<file path="src/rtl/aux_map_pkg.sv">
// Aux display memory layout and writer FSM state encoding shared by the aux memory writer slice.
package aux_map_pkg;

    localparam int AUX_PC         = 0;
    localparam int AUX_INSTR_IN   = 1;
    localparam int AUX_DATA_ADDR  = 2;
    localparam int AUX_DATA_IN    = 3;
    localparam int AUX_IR         = 4;
    localparam int AUX_ACC        = 5;
    localparam int AUX_ALU_A      = 6;
    localparam int AUX_ALU_B      = 7;
    localparam int AUX_CLOCK      = 8;
    localparam int AUX_STATUS     = 9;
    localparam int AUX_INSTR_BASE = 10;
    localparam int AUX_DATA_BASE  = 20;

    typedef enum logic [1:0] {
        ST_IDLE = 2'd0,
        ST_CPU  = 2'd1,
        ST_MEM  = 2'd2,
        ST_DONE = 2'd3
    } writer_state_e;

endpackage

</file>
<file path="src/rtl/memory_window_base.sv">
// Clamps a CPU address to the first address of a display window that stays inside memory.
module memory_window_base #(
    parameter int VALUE_WIDTH = 16,
    parameter int ADDR_WIDTH  = 11,
    parameter int WINDOW      = 10
) (
    input  logic [VALUE_WIDTH-1:0] value_i,
    output logic [ADDR_WIDTH-1:0]  base_o
);
    localparam logic [VALUE_WIDTH-1:0] LAST_V  = VALUE_WIDTH'((1 << ADDR_WIDTH) - 1);
    localparam logic [VALUE_WIDTH-1:0] HALF_V  = VALUE_WIDTH'(WINDOW / 2);
    localparam logic [VALUE_WIDTH-1:0] LEAD_V  = VALUE_WIDTH'(WINDOW / 2 - 1);
    localparam logic [VALUE_WIDTH-1:0] TOP_V   = VALUE_WIDTH'((1 << ADDR_WIDTH) - WINDOW);

    // Full-width compare so out-of-range values still pin to the top window.
    always_comb begin
        base_o = {ADDR_WIDTH{1'b0}};
        if (value_i < HALF_V) begin
            base_o = {ADDR_WIDTH{1'b0}};
        end else if (value_i > (LAST_V - HALF_V)) begin
            base_o = ADDR_WIDTH'(TOP_V);
        end else begin
            base_o = ADDR_WIDTH'(value_i - LEAD_V);
        end
    end

endmodule

</file>
<file path="src/rtl/aux_memory_writer.sv">
// Snapshots CPU state and memory windows into aux RAM once per refresh request.
// Optional overrun_out port and sticky flag enabled by defining AUX_WRITER_OVERRUN_FLAG_EN.
module aux_memory_writer
    import aux_map_pkg::*;
#(
    parameter int DATA_WIDTH           = 16,
    parameter int MEMORY_ADDRESS_WIDTH = 11,
    parameter int AUX_ADDRESS_WIDTH    = 5,
    parameter int CPU_ELEMENTS         = 10,
    parameter int MEMORY_ELEMENTS      = 10
) (
    input  logic                            clock_in,
    input  logic                            reset_in,
    input  logic                            refresh_in,
    input  logic [DATA_WIDTH-1:0]           pc_in,
    input  logic [DATA_WIDTH-1:0]           instr_in,
    input  logic [DATA_WIDTH-1:0]           data_address_in,
    input  logic [DATA_WIDTH-1:0]           data_in,
    input  logic [DATA_WIDTH-1:0]           ir_in,
    input  logic [DATA_WIDTH-1:0]           acc_in,
    input  logic [DATA_WIDTH-1:0]           alu_a_in,
    input  logic [DATA_WIDTH-1:0]           alu_b_in,
    input  logic                            clock_level_in,
    input  logic                            status_z_in,
    input  logic                            status_n_in,
    output logic [MEMORY_ADDRESS_WIDTH-1:0] instr_raddress_out,
    input  logic [DATA_WIDTH-1:0]           instr_rdata_in,
    output logic [MEMORY_ADDRESS_WIDTH-1:0] data_raddress_out,
    input  logic [DATA_WIDTH-1:0]           data_rdata_in,
    output logic [AUX_ADDRESS_WIDTH-1:0]    aux_waddress_out,
    output logic [DATA_WIDTH-1:0]           aux_wdata_out,
    output logic                            aux_we_out,
    output logic                            busy_out,
    output logic                            done_out
`ifdef AUX_WRITER_OVERRUN_FLAG_EN
    ,
    output logic                            overrun_out
`endif
);
    localparam int CW = 6;
    localparam int SW = $clog2(CPU_ELEMENTS);
    // Read data lands two cycles after its address is issued (RAM latency plus output register).
    localparam logic [CW-1:0] CPU_LAST      = CW'(CPU_ELEMENTS);
    localparam logic [CW-1:0] I_ISSUE_FIRST = CW'(CPU_ELEMENTS + 1);
    localparam logic [CW-1:0] I_ISSUE_LAST  = CW'(CPU_ELEMENTS + MEMORY_ELEMENTS);
    localparam logic [CW-1:0] D_ISSUE_FIRST = CW'(CPU_ELEMENTS + MEMORY_ELEMENTS + 1);
    localparam logic [CW-1:0] D_ISSUE_LAST  = CW'(CPU_ELEMENTS + 2 * MEMORY_ELEMENTS);
    localparam logic [CW-1:0] I_WR_FIRST    = CW'(CPU_ELEMENTS + 3);
    localparam logic [CW-1:0] I_WR_LAST     = CW'(CPU_ELEMENTS + MEMORY_ELEMENTS + 2);
    localparam logic [CW-1:0] D_WR_FIRST    = CW'(CPU_ELEMENTS + MEMORY_ELEMENTS + 3);
    localparam logic [CW-1:0] D_WR_LAST     = CW'(CPU_ELEMENTS + 2 * MEMORY_ELEMENTS + 2);
    localparam logic [CW-1:0] DONE_CYC      = CW'(CPU_ELEMENTS + 2 * MEMORY_ELEMENTS + 3);

    writer_state_e                   state_q;
    logic [CW-1:0]                   cyc_q;
    logic [DATA_WIDTH-1:0]           shadow_q [CPU_ELEMENTS];
    logic [MEMORY_ADDRESS_WIDTH-1:0] ibase_q;
    logic [MEMORY_ADDRESS_WIDTH-1:0] dbase_q;
    logic [MEMORY_ADDRESS_WIDTH-1:0] ibase_d;
    logic [MEMORY_ADDRESS_WIDTH-1:0] dbase_d;
    logic [MEMORY_ADDRESS_WIDTH-1:0] instr_raddr_q;
    logic [MEMORY_ADDRESS_WIDTH-1:0] data_raddr_q;
    logic [AUX_ADDRESS_WIDTH-1:0]    aux_waddr_q;
    logic [DATA_WIDTH-1:0]           aux_wdata_q;
    logic                            aux_we_q;
    logic                            busy_q;
    logic                            done_q;
    logic [SW-1:0]                   shadow_idx_s;

    memory_window_base #(
        .VALUE_WIDTH (DATA_WIDTH),
        .ADDR_WIDTH  (MEMORY_ADDRESS_WIDTH),
        .WINDOW      (MEMORY_ELEMENTS)
    ) u_instr_base (
        .value_i (pc_in),
        .base_o  (ibase_d)
    );

    memory_window_base #(
        .VALUE_WIDTH (DATA_WIDTH),
        .ADDR_WIDTH  (MEMORY_ADDRESS_WIDTH),
        .WINDOW      (MEMORY_ELEMENTS)
    ) u_data_base (
        .value_i (data_address_in),
        .base_o  (dbase_d)
    );

    assign shadow_idx_s = SW'(cyc_q - CW'(1));

    // Sequencer: cyc_q holds the cycle number whose outputs are registered at the next edge.
    always_ff @(posedge clock_in) begin
        if (reset_in) begin
            state_q       <= ST_IDLE;
            cyc_q         <= {CW{1'b0}};
            ibase_q       <= {MEMORY_ADDRESS_WIDTH{1'b0}};
            dbase_q       <= {MEMORY_ADDRESS_WIDTH{1'b0}};
            instr_raddr_q <= {MEMORY_ADDRESS_WIDTH{1'b0}};
            data_raddr_q  <= {MEMORY_ADDRESS_WIDTH{1'b0}};
            aux_waddr_q   <= {AUX_ADDRESS_WIDTH{1'b0}};
            aux_wdata_q   <= {DATA_WIDTH{1'b0}};
            aux_we_q      <= 1'b0;
            busy_q        <= 1'b0;
            done_q        <= 1'b0;
            for (int i = 0; i < CPU_ELEMENTS; i++) begin
                shadow_q[i] <= {DATA_WIDTH{1'b0}};
            end
        end else begin
            aux_we_q <= 1'b0;
            case (state_q)
                ST_IDLE: begin
                    busy_q <= 1'b0;
                    done_q <= 1'b0;
                    if (refresh_in) begin
                        shadow_q[AUX_PC]        <= pc_in;
                        shadow_q[AUX_INSTR_IN]  <= instr_in;
                        shadow_q[AUX_DATA_ADDR] <= data_address_in;
                        shadow_q[AUX_DATA_IN]   <= data_in;
                        shadow_q[AUX_IR]        <= ir_in;
                        shadow_q[AUX_ACC]       <= acc_in;
                        shadow_q[AUX_ALU_A]     <= alu_a_in;
                        shadow_q[AUX_ALU_B]     <= alu_b_in;
                        shadow_q[AUX_CLOCK]     <= {{(DATA_WIDTH-1){1'b0}}, clock_level_in};
                        shadow_q[AUX_STATUS]    <= {{(DATA_WIDTH-2){1'b0}}, status_z_in, status_n_in};
                        ibase_q                 <= ibase_d;
                        dbase_q                 <= dbase_d;
                        cyc_q                   <= CW'(1);
                        state_q                 <= ST_CPU;
                    end else begin
                        state_q <= ST_IDLE;
                    end
                end
                ST_CPU: begin
                    busy_q      <= 1'b1;
                    done_q      <= 1'b0;
                    aux_we_q    <= 1'b1;
                    aux_waddr_q <= AUX_ADDRESS_WIDTH'(cyc_q - CW'(1));
                    aux_wdata_q <= shadow_q[shadow_idx_s];
                    cyc_q       <= cyc_q + CW'(1);
                    if (cyc_q == CPU_LAST) begin
                        state_q <= ST_MEM;
                    end else begin
                        state_q <= ST_CPU;
                    end
                end
                ST_MEM: begin
                    cyc_q <= cyc_q + CW'(1);
                    if ((cyc_q >= I_ISSUE_FIRST) && (cyc_q <= I_ISSUE_LAST)) begin
                        instr_raddr_q <= ibase_q + MEMORY_ADDRESS_WIDTH'(cyc_q - I_ISSUE_FIRST);
                    end
                    if ((cyc_q >= D_ISSUE_FIRST) && (cyc_q <= D_ISSUE_LAST)) begin
                        data_raddr_q <= dbase_q + MEMORY_ADDRESS_WIDTH'(cyc_q - D_ISSUE_FIRST);
                    end
                    if ((cyc_q >= I_WR_FIRST) && (cyc_q <= I_WR_LAST)) begin
                        aux_we_q    <= 1'b1;
                        aux_waddr_q <= AUX_ADDRESS_WIDTH'(AUX_INSTR_BASE) + AUX_ADDRESS_WIDTH'(cyc_q - I_WR_FIRST);
                        aux_wdata_q <= instr_rdata_in;
                    end else if ((cyc_q >= D_WR_FIRST) && (cyc_q <= D_WR_LAST)) begin
                        aux_we_q    <= 1'b1;
                        aux_waddr_q <= AUX_ADDRESS_WIDTH'(AUX_DATA_BASE) + AUX_ADDRESS_WIDTH'(cyc_q - D_WR_FIRST);
                        aux_wdata_q <= data_rdata_in;
                    end
                    if (cyc_q == DONE_CYC) begin
                        busy_q  <= 1'b0;
                        done_q  <= 1'b1;
                        state_q <= ST_DONE;
                    end else begin
                        busy_q  <= 1'b1;
                        done_q  <= 1'b0;
                        state_q <= ST_MEM;
                    end
                end
                ST_DONE: begin
                    busy_q  <= 1'b0;
                    done_q  <= 1'b0;
                    state_q <= ST_IDLE;
                end
                default: begin
                    busy_q  <= 1'b0;
                    done_q  <= 1'b0;
                    state_q <= ST_IDLE;
                end
            endcase
        end
    end

`ifdef AUX_WRITER_OVERRUN_FLAG_EN
    logic overrun_q;

    // Sticky record of start requests that arrived while a sequence was still in flight.
    always_ff @(posedge clock_in) begin
        if (reset_in) begin
            overrun_q <= 1'b0;
        end else if (refresh_in && (busy_q || done_q)) begin
            overrun_q <= 1'b1;
        end else begin
            overrun_q <= overrun_q;
        end
    end

    assign overrun_out = overrun_q;
`else
    // Refreshes arriving while busy are simply dropped with no indication.
`endif

    assign instr_raddress_out = instr_raddr_q;
    assign data_raddress_out  = data_raddr_q;
    assign aux_waddress_out   = aux_waddr_q;
    assign aux_wdata_out      = aux_wdata_q;
    assign aux_we_out         = aux_we_q;
    assign busy_out           = busy_q;
    assign done_out           = done_q;

endmodule

</file>
<file path="config.mk">
export PLATFORM = sky130hd
export DESIGN_NAME = aux_memory_writer
export DESIGN_NICKNAME = d
export VERILOG_FILES = /design/src/rtl/aux_map_pkg.sv /design/src/rtl/memory_window_base.sv /design/src/rtl/aux_memory_writer.sv
export SDC_FILE = /design/constraint.sdc
export NUM_CORES = 1
export LEC_CHECK = 0
export ABC_AREA = 1
export BUFFER_PORTS_ARGS = -buffer_cell sky130_fd_sc_hd__buf_4
export CELL_PAD_IN_SITES_DETAIL_PLACEMENT = 1
export CELL_PAD_IN_SITES_GLOBAL_PLACEMENT = 2
export CORE_ASPECT_RATIO = 1.2
export CORE_MARGIN = 4
export CORE_UTILIZATION = 32
export CTS_CLUSTER_DIAMETER = 100
export CTS_CLUSTER_SIZE = 20
export DETAILED_ROUTE_END_ITERATION = 7
export GPL_ROUTABILITY_DRIVEN = 0
export HOLD_SLACK_MARGIN = 0.1
export PLACE_DENSITY_LB_ADDON = 0.2
export SLEW_MARGIN = 40
export SYNTH_ARGS = -nofsm -noshare
export SYNTH_HDL_FRONTEND = slang
export SYNTH_SLANG_ARGS = --single-unit
</file>
<file path="constraint.sdc">
create_clock -name clock_in -period 4.8 [get_ports clock_in]
set_clock_uncertainty 0.05 [all_clocks]
set_input_delay 1.2 -clock clock_in [delete_from_list [all_inputs] [get_ports clock_in]]
set_output_delay 1.2 -clock clock_in [all_outputs]
set_load 0.01 [all_outputs]
</file>
==> reports/results.txt, run 1 <==
fin. max-slew vios - 0
P&R area growth vs syn - 21.3%
PwrDens - 335 nW/µm²
Syn Inst Count - 1452
core area - 35000 µm²
clock tree sinks - 207
ranking of synthesized cells by area - edfxtp_1 35%, dfxtp_1 13%, nor2_1 11%, nand2_1 7.5%, inv_1 6.8%
fin util - 39.4%
WL final - 37.2 mm
fin crit share - 63.3%
post-synth cell types - 40
root buf cell - clkbuf_16
total CTS buffers - 14
Die Area - 38700 µm²
initial core utilization - 32.5%
crit path max fanout - 74
worst-skew pair later-pin latency - 0.50 ns
Synth Register Bits - 207
# resized after CTS - 0
initial antenna violation count - 1
Die Height - 215 µm
area share of the largest cell type after synthesis - 34.6%
Power Total - 4.62 mW
Synth Warn # - 0
Final Hold Fails - 0
DRC - 0
Post-DRT Antenna Nets - 0
port bufs - 211
first-pass GRT wire length - 58.6 mm
syn nets - 1657
cell chain of the critical path - buf_4, ha_1, inv_1, nand2_1, a21oi_2, ha_1, inv_1, o21ai_0, a21oi_1, nand3_1, nand2_1, nand3_1, nand2_1, inv_1
synthesized cell area - 11400 µm²
Rel. slew slack - 45.1%
cell area after layout - 13800 µm²
Static Leak - 6.57 nW
number of nets in the layout - 1831
CTS tree - built
Max IR drop VDD - 168 µV
vias in the first global route - 10500
GRT Util Overall - 18.8%
grt ovf - 0
Post-Route Setup TNS - 0 ns
# setup viols final - 0
largest net degree at the start of global routing - 75
hold-fix buffers at CTS - 0
IO Count - 212
nature of the critical path startpoint - flip-flop
CP endpoint kind - flip-flop
number of synthesized flops with an enable pin - 131
DR WL/cell - 17.7 µm
syn_area_per_cell - 7.84 µm²
Synth Flop Type - edfxtp_1
Area after DPL - 13300 µm²
top-count cell post-synth - nor2_1
FFs w/ async S/R, synth - 0%
post-DR vias/cell - 4.70
FP Rows - 75
Detailed Routing Iterations Pass 1 - 4
Yosys top cell by area - edfxtp_1
CTS max path bufs - 3
Worst Max-Slew Pin Slew - 0.822 ns
Top Family by Delay on Critical Path - buffers and inverters
Max Freq - 329 MHz
CP Class - flip-flop to flip-flop
most instantiated cells after synthesis - 323 x nor2_1, 228 x nand2_1, 205 x inv_1, 131 x edfxtp_1, 106 x o21ai_0
Max-Cap Viols - 0
chip width - 180 µm
slowest CP cell - buf_4
largest incremental delay on the critical path - 0.61 ns
status - finished clean
H-tree levels - 1
worst hold path type - flip-flop to flip-flop
minimum clock period - 3.04 ns
Worst-path clk slew - 0.09 ns
arrival time at the worst endpoint - 3.38 ns
Post-CTS Setup Inserts - 0
CP Buf/Inv Count - 4
layout cells sized above 1 - 16.2%
HPWL after DPL - 28.3 mm
Data required, critical path - 5.14 ns
drt first-iter violations - 449
via count - 9862
Hold WS - 0.428 ns
unrepaired setup endpoints after global routing - no
post-synthesis sequential area ratio - 47.9%
-- path summary, 6_finish.rpt --
| check | start | end | slack [ns] | cells after the start |
|---|---|---|---|---|
| setup / recovery | cyc_q[0] | instr_raddress_out[10] | 1.76 | 14 |
| hold / removal | dbase_q[2] | dbase_q[2] | 0.43 | 2 |
| setup reg to reg | cyc_q[0] | instr_raddress_out[10] | 1.76 | 14 |
| hold reg to reg | dbase_q[2] | dbase_q[2] | 0.43 | 2 |
-- state kept, by name (all words and copies together) (netlist names), named ones only --
| register | count |
|---|---|
| state_q | 1 |
| shadow_q | 131 |
| dbase_q | 11 |
| cyc_q | 6 |
| data_raddress_out | 11 |
| instr_raddress_out | 11 |
| busy_out | 1 |
| aux_we_out | 1 |
| done_out | 1 |
| ibase_q | 11 |
| aux_wdata_out | 16 |
| aux_waddress_out | 5 |
-- through the flow --
step	cells	worst slack [ns]
finish	2097	1.76
global route	2097	1.47
CTS	2094	1.74
detailed placement	2070	1.66
global placement	2070	1.65
floorplan	1452	0.326
-- worst reg2reg max path, cell delays in order, from the launching register on --
cell and delay, ns:
dfxtp_2 0.34, buf_4 0.61, ha_1 0.33, inv_1 0.09, nand2_1 0.14, a21oi_2 0.13, ha_1 0.35, inv_1 0.09
o21ai_0 0.14, a21oi_1 0.31, nand3_1 0.12, nand2_1 0.07, nand3_1 0.07, nand2_1 0.07, inv_1 0.03
-- logic make-up (layout without fill, tap and decap cells) --
kind of cell	Yosys count	in the layout	synth area share, %
flops	207	207	47.9
other cells	0	1	0
fa+ha+maj	39	39	4.42
compound gates	209	209	10.4
buf+inv	276	458	9.71
xor+xnor	24	24	1.85
simple gates	697	697	25.7
-- cell type report --
class,count,area (µm²)
fillers,4298,21200
clock inverters,2,17.5
multi-input cells,969,4820
clock buffers,22,402
flip-flops and latches,207,5460
repair buffers,223,1720
inverters,211,800
well taps,462,578
diodes,1,2.50
-- cell usage in the layout (no fill, tap or decap), types with 3 or more instances in the layout --
cell,synthesis,routed
nor2_1,323,323
nand2_1,228,228
buf_4,2,219
inv_1,205,204
edfxtp_1,131,131
o21ai_0,106,106
nand3_1,88,88
dfxtp_1,76,75
a21oi_1,51,51
ha_1,37,36
o211ai_1,28,28
xor2_1,18,18
nand3b_1,18,18
nor3_1,17,17
clkbuf_16,0,15
nand4_1,9,9
o21bai_1,9,9
clkbuf_1,41,7
xnor2_1,6,6
a31oi_1,4,4
o31ai_1,4,4
buf_12,0,4
inv_2,3,3
nand2_2,3,3
inv_4,1,3
nand2_4,3,3
-- where the power goes --
part	switching, mW	total (mW)	internal [mW]
Clock	0.630	1.22	0.588
Combinational	0.825	1.27	0.445
Sequential	0.0647	2.13	2.07
Total	1.52	4.62	3.10
-- per-layer routing --
| layer | vias to the layer above | wire [µm] | global-route usage [%] |
|---|---|---|---|
| met4 | 0 | 831 | 4.36 |
| met5 | - | 0 | 0 |
| met3 | 38 | 1460 | 2.70 |
| li1 | 5009 | - | - |
| met1 | 4635 | 16200 | 24.0 |
| met2 | 180 | 18600 | 33.6 |
Note: power is estimated with default switching activity, not from simulation.
==> inputs of run 2 (changes only) <==
- CORE_UTILIZATION: 32 -> 29
- clock period: 4.8 -> 2.62 ns (I/O delays scaled with it)
==> run 2 against run 1 <==
  * Final cell count rose by 4.3%
  * Power rose by 89%
  * Global-route usage shrank 0.83 points
  * Critical path depth did not move
  * Critical path type unchanged
  * Sequential power increased by 85%
  * Non-clock buffer count up 22
  * Wire length grew 4.0%
  * Largest cell class unchanged
  * Count of clock-buffer cells in the layout fell by 2
==> reports/results.txt, run 2 (synthesis results as in run 1) <==
nature of the critical path startpoint - flip-flop
R2R Path End - data_raddress_out[10]
# setup viols final - 0
Filler Cell Count - 4781
most frequent cell on the critical path - nand2_1
drt first-iter violations - 390
Detailed Routing Iterations Pass 1 - 5
Max-Cap Viols - 0
root buf cell - clkbuf_16
Hold WS - 0.397 ns
total CTS buffers - 15
initial core utilization - 29.4%
Switch Pwr - 2.88 mW
most frequent cells in the layout - 322 x nor2_1, 240 x buf_4, 227 x nand2_1, 202 x inv_1, 131 x edfxtp_1
Hold Path End - shadow_q[5][6]
Seq. cell area - 5460 µm²
cell chain of the critical path - o21ai_0, nand2_1, nand2_1, xor2_1, ha_1, nand2_1, nand2_1, o21bai_1, nand2_1, nand3_1, nand2_1, nand3_1, nand2_1, inv_1
Final Hold Fails - 0
Clock power frac - 27.8%
launch point of the worst reg-to-reg path - cyc_q[0]
CP Buf/Inv Count - 1
layout cells sized above 1 - 18.0%
Switching Fraction - 33.0%
Post-DRT Antenna Nets - 0
arrival time at the worst endpoint - 2.77 ns
slowest CP cell - dfxtp_4
largest net degree at the start of global routing - 78
Worst-path clk slew - 0.10 ns
commonest non-fill, non-tap cell in the layout - nor2_1
placed cell count - 2156
Logic pwr share - 27.2%
Area after DPL - 13700 µm²
fin. max-slew vios - 0
r2r setup slk - 0.20 ns
Rel. slew slack - 55.5%
Worst Max-Slew Pin Slew - 0.667 ns
post-DR vias/cell - 4.53
first-pass GRT wire length - 60.2 mm
number of cells on the worst reg-to-reg path - 14
Max Freq - 414 MHz
fin crit share - 92.3%
HPWL after DPL - 29.9 mm
minimum clock period - 2.42 ns
PwrDens - 616 nW/µm²
Die Area - 42500 µm²
Non-Filler Instances - 2187
crit path max fanout - 11
Die Height - 225 µm
Hold Path Origin - acc_in[6]
max FFs per register - 131
Post-Route Setup TNS - 0 ns
Top Family by Delay on Critical Path - simple AND/OR/NAND/NOR gates
cell area after layout - 14200 µm²
DR WL/cell - 17.7 µm
sequential fraction of design power - 45.0%
Data required, critical path - 2.97 ns
clock tree sinks - 207
port bufs - 211
WL final - 38.6 mm
area of the multi-input gates - 4870 µm²
chip width - 189 µm
CP Class - flip-flop to flip-flop
CTS tree - built
DRC - 0
CP endpoint kind - flip-flop
H-tree levels - 1
Max IR drop VDD - 309 µV
worst-skew pair later-pin latency - 0.51 ns
Setup WS pre-CTS - 0.127 ns
IO Count - 212
FP Rows - 79
internal power - 5.86 mW
grt ovf - 0
via count - 9915
status - finished clean
most flop-heavy register - shadow_q
worst hold path type - primary input to flip-flop
CTS max path bufs - 3
Min-Delay Path Depth - 3
final setup margin - 0.203 ns
core area - 38700 µm²
Static Leak - 6.71 nW
number of nets in the layout - 1854
P&R area growth vs syn - 24.6%
GRT Util Overall - 17.9%
largest incremental delay on the critical path - 0.39 ns
hold-fix buffers at CTS - 0
vias in the first global route - 10700
initial antenna violation count - 2
[run 2: cell types whose count changed in the layout (fill, tap and decap cells not counted), sizes merged]
cell / change
clkbuf: -2
clkinvlp: +1
inv: +2
diode: +2
buf: +22
bufinv: +1
[run 2: repair_timing]
item | 4_1_cts | 5_1_grt
buffers inserted | 0 | 2
resized for setup | 0 | 6
endpoints found under the setup margin | 0 | 12
[run 2: worst register-to-register path, stage by stage, from the launching register on]
cell and delay [ns]:
dfxtp_4 0.39, o21ai_0 0.36, nand2_1 0.09, nand2_1 0.10
xor2_1 0.29, ha_1 0.32, nand2_1 0.08, nand2_1 0.09
o21bai_1 0.18, nand2_1 0.08, nand3_1 0.07, nand2_1 0.06
nand3_1 0.07, nand2_1 0.07, inv_1 0.03
[run 2: area by class of cell]
type                            instances  share of cell area, %
Antenna cell                            3                 0.0530
Clock buffer                           20                   2.78
Clock inverter                          6                  0.521
Inverter                              211                   5.70
Multi-Input combinational cell        969                   34.4
Sequential cell                       207                   38.5
Tap cell                              526                   4.64
Timing Repair Buffer                  245                   13.4
[run 2: layer usage]
| metal | vias to the layer above | track usage, % | share of wire (%) |
|---|---|---|---|
| li1 | 5062 | - | - |
| met1 | 4604 | 21.6 | 42 |
| met2 | 184 | 32.7 | 51 |
| met3 | 65 | 2.31 | 3.4 |
| met4 | 0 | 6.91 | 3.9 |
| met5 | - | 0 | 0 |
[run 2: worst max path at each step]
stage | cells past startpoint | start | slack, ns | end
finish | 14 | cyc_q[0] | 0.20 | data_raddress_out[10]
global route | 13 | cyc_q[0] | -0.004 | instr_raddress_out[10]
CTS | 15 | cyc_q[1] | 0.09 | data_raddress_out[9]
detailed placement | 15 | cyc_q[1] | 0.13 | data_raddress_out[9]
global placement | 14 | cyc_q[0] | 0.16 | data_raddress_out[10]
floorplan | 4 | refresh_in | -0.64 | shadow_q[0][0]
[run 2: power groups by stage]
stage	clock, mW	sequential (mW)	combinational, mW
6_report	2.43	3.93	2.38
5_1_grt	2.65	3.96	2.70
4_1_cts	2.53	3.93	2.44
3_5_place_dp	0	4.01	2.43
3_3_place_gp	0	4.00	2.41
2_1_floorplan	0	3.97	1.44
[run 2: through the flow]
| step | util (%) | power, mW |
|---|---|---|
| after floorplan | - | 5.41 |
| after global placement | 35.3 | 6.41 |
| after detailed placement | 35.3 | 6.44 |
| after CTS | 36.5 | 8.90 |
| after global routing | 36.6 | 9.31 |
| final | 36.6 | 8.74 |
==> inputs of run 3 (changes only) <==
- CELL_PAD_IN_SITES_DETAIL_PLACEMENT: 1 -> default
- CELL_PAD_IN_SITES_GLOBAL_PLACEMENT: 2 -> default
- CORE_UTILIZATION: 29 -> 51
==> run 3 against run 2 <==
  * Wire length fell by 21%
  * Setup slack got worse by 0.041 ns
  * Final cell count fell by 12%
  * Critical path depth fell by 1
  * Combinational power fell by 4%
  * Critical path type unchanged
  * Non-clock buffer count fell by 11
  * Sequential share of layout area rose by 1.3 points
  * Sequential power barely moved
  * Design area fell by 3.3%
  * First-iteration DRC count rose by 100%
  * Largest cell class unchanged
  * Worst hold slack got worse by 0.046 ns
==> reports/results.txt, run 3 (synthesis results as in run 1) <==
status - finished clean
crit path max fanout - 11
R2R Path End - instr_raddress_out[10]
Max IR drop VDD - 439 µV
Hold Path Origin - reset_in
vias in the first global route - 9579
initial core utilization - 52.1%
HPWL after DPL - 22.3 mm
post-DR vias/cell - 5.24
number of nets in the layout - 1842
CP endpoint kind - flip-flop
Data required, critical path - 2.94 ns
most flop-heavy register - shadow_q
Post-Route Setup TNS - 0 ns
Hold WS - 0.351 ns
PwrDens - 611 nW/µm²
number of cells on the worst reg-to-reg path - 13
Worst Max-Slew Pin Slew - 0.777 ns
Non-Filler Instances - 1919
DRC - 0
CTS max path bufs - 3
nature of the critical path startpoint - flip-flop
minimum clock period - 2.46 ns
via count - 10100
cell area after layout - 13700 µm²
worst-skew pair later-pin latency - 0.48 ns
Die Area - 24800 µm²
worst hold path type - primary input to flip-flop
commonest non-fill, non-tap cell in the layout - nor2_1
max FFs per register - 131
hold-fix buffers at CTS - 0
Worst-path clk slew - 0.10 ns
Detailed Routing Iterations Pass 1 - 5
Max Freq - 407 MHz
layout cells sized above 1 - 17.3%
launch point of the worst reg-to-reg path - cyc_q[0]
most frequent cells in the layout - 322 x nor2_1, 231 x buf_4, 226 x nand2_1, 203 x inv_1, 131 x edfxtp_1
initial antenna violation count - 0
Post-DRT Antenna Nets - 0
DR WL/cell - 15.9 µm
fin util - 62.7%
Hold Path End - cyc_q[1]
Static Leak - 6.62 nW
WL final - 30.4 mm
Setup WS pre-CTS - 0.144 ns
FP Rows - 59
antenna cells - 0
CTS tree - built
# setup viols final - 0
chip width - 144 µm
# resized after CTS - 0
Power Total - 8.38 mW
arrival time at the worst endpoint - 2.78 ns
clock tree sinks - 207
drt first-iter violations - 787
port bufs - 211
IO Count - 212
r2r setup slk - 0.16 ns
Final Hold Fails - 0
P&R area growth vs syn - 20.4%
placed cell count - 1895
fin. max-slew vios - 0
Min-Delay Path Depth - 2
fin crit share - 93.8%
H-tree levels - 1
CP Class - flip-flop to flip-flop
core area - 21900 µm²
final setup margin - 0.162 ns
Area after DPL - 13300 µm²
Post-CTS Setup Inserts - 0
largest net degree at the start of global routing - 132
Max-Cap Viols - 0
grt ovf - 0
root buf cell - clkbuf_16
Rel. slew slack - 48.0%
unrepaired setup endpoints after global routing - no
total CTS buffers - 14
first-pass GRT wire length - 48.5 mm
Die Height - 172 µm
GRT Util Overall - 24.4%
## run 3: changes by cell type in the layout (fill, tap and decap cells not counted), sizes merged
cell | previous run | this run
diode | 3 | 0
buf | 245 | 234
clkbuf | 20 | 23
bufinv | 1 | 0
inv | 213 | 209
## run 3: critical path: stages (launching register included)
cell and delay (ns):
dfxtp_2 0.39, ha_1 0.25, inv_1 0.11, nand2_1 0.15
a21oi_4 0.24, ha_1 0.30, inv_1 0.11, o21ai_0 0.14
a21oi_1 0.28, nand3_1 0.11, nand2_1 0.07, nand3_1 0.07
nand2_1 0.07, inv_1 0.03
## run 3: power breakdown
group          internal, mW  leakage, nW  switching (mW)  total (mW)
clock                  1.08        0.202            1.11        2.19
sequential             3.79         2.04           0.123        3.91
combinational         0.853         4.38            1.42        2.28
total                  5.72         6.62            2.65        8.38
## run 3: layout make-up
| class | instances | area (µm²) |
|---|---|---|
| fill | 1922 | 8150 |
| sequential | 207 | 5460 |
| multi-input combinational | 969 | 4880 |
| timing repair buffer | 234 | 1790 |
| inverter | 211 | 807 |
| clock buffer | 23 | 405 |
| tap | 274 | 343 |
| clock inverter | 1 | 16.3 |
## run 3: layer usage
metal	routed length (µm)	vias to the layer above	track usage, %
met1	12100	4556	31.6
met4	1170	0	8.92
met5	0	-	0
met2	15100	394	41.9
met3	2080	75	3.14
li1	-	5039	-
## run 3: worst max path at each step
stage / from / end / slack [ns]
final: cyc_q[0] / instr_raddress_out[10] / 0.16
after global routing: cyc_q[0] / instr_raddress_out[9] / 0.03
after CTS: cyc_q[1] / data_raddress_out[9] / 0.11
after detailed placement: cyc_q[1] / data_raddress_out[9] / 0.14
after global placement: cyc_q[1] / data_raddress_out[9] / 0.18
after floorplan: refresh_in / shadow_q[0][0] / -0.64
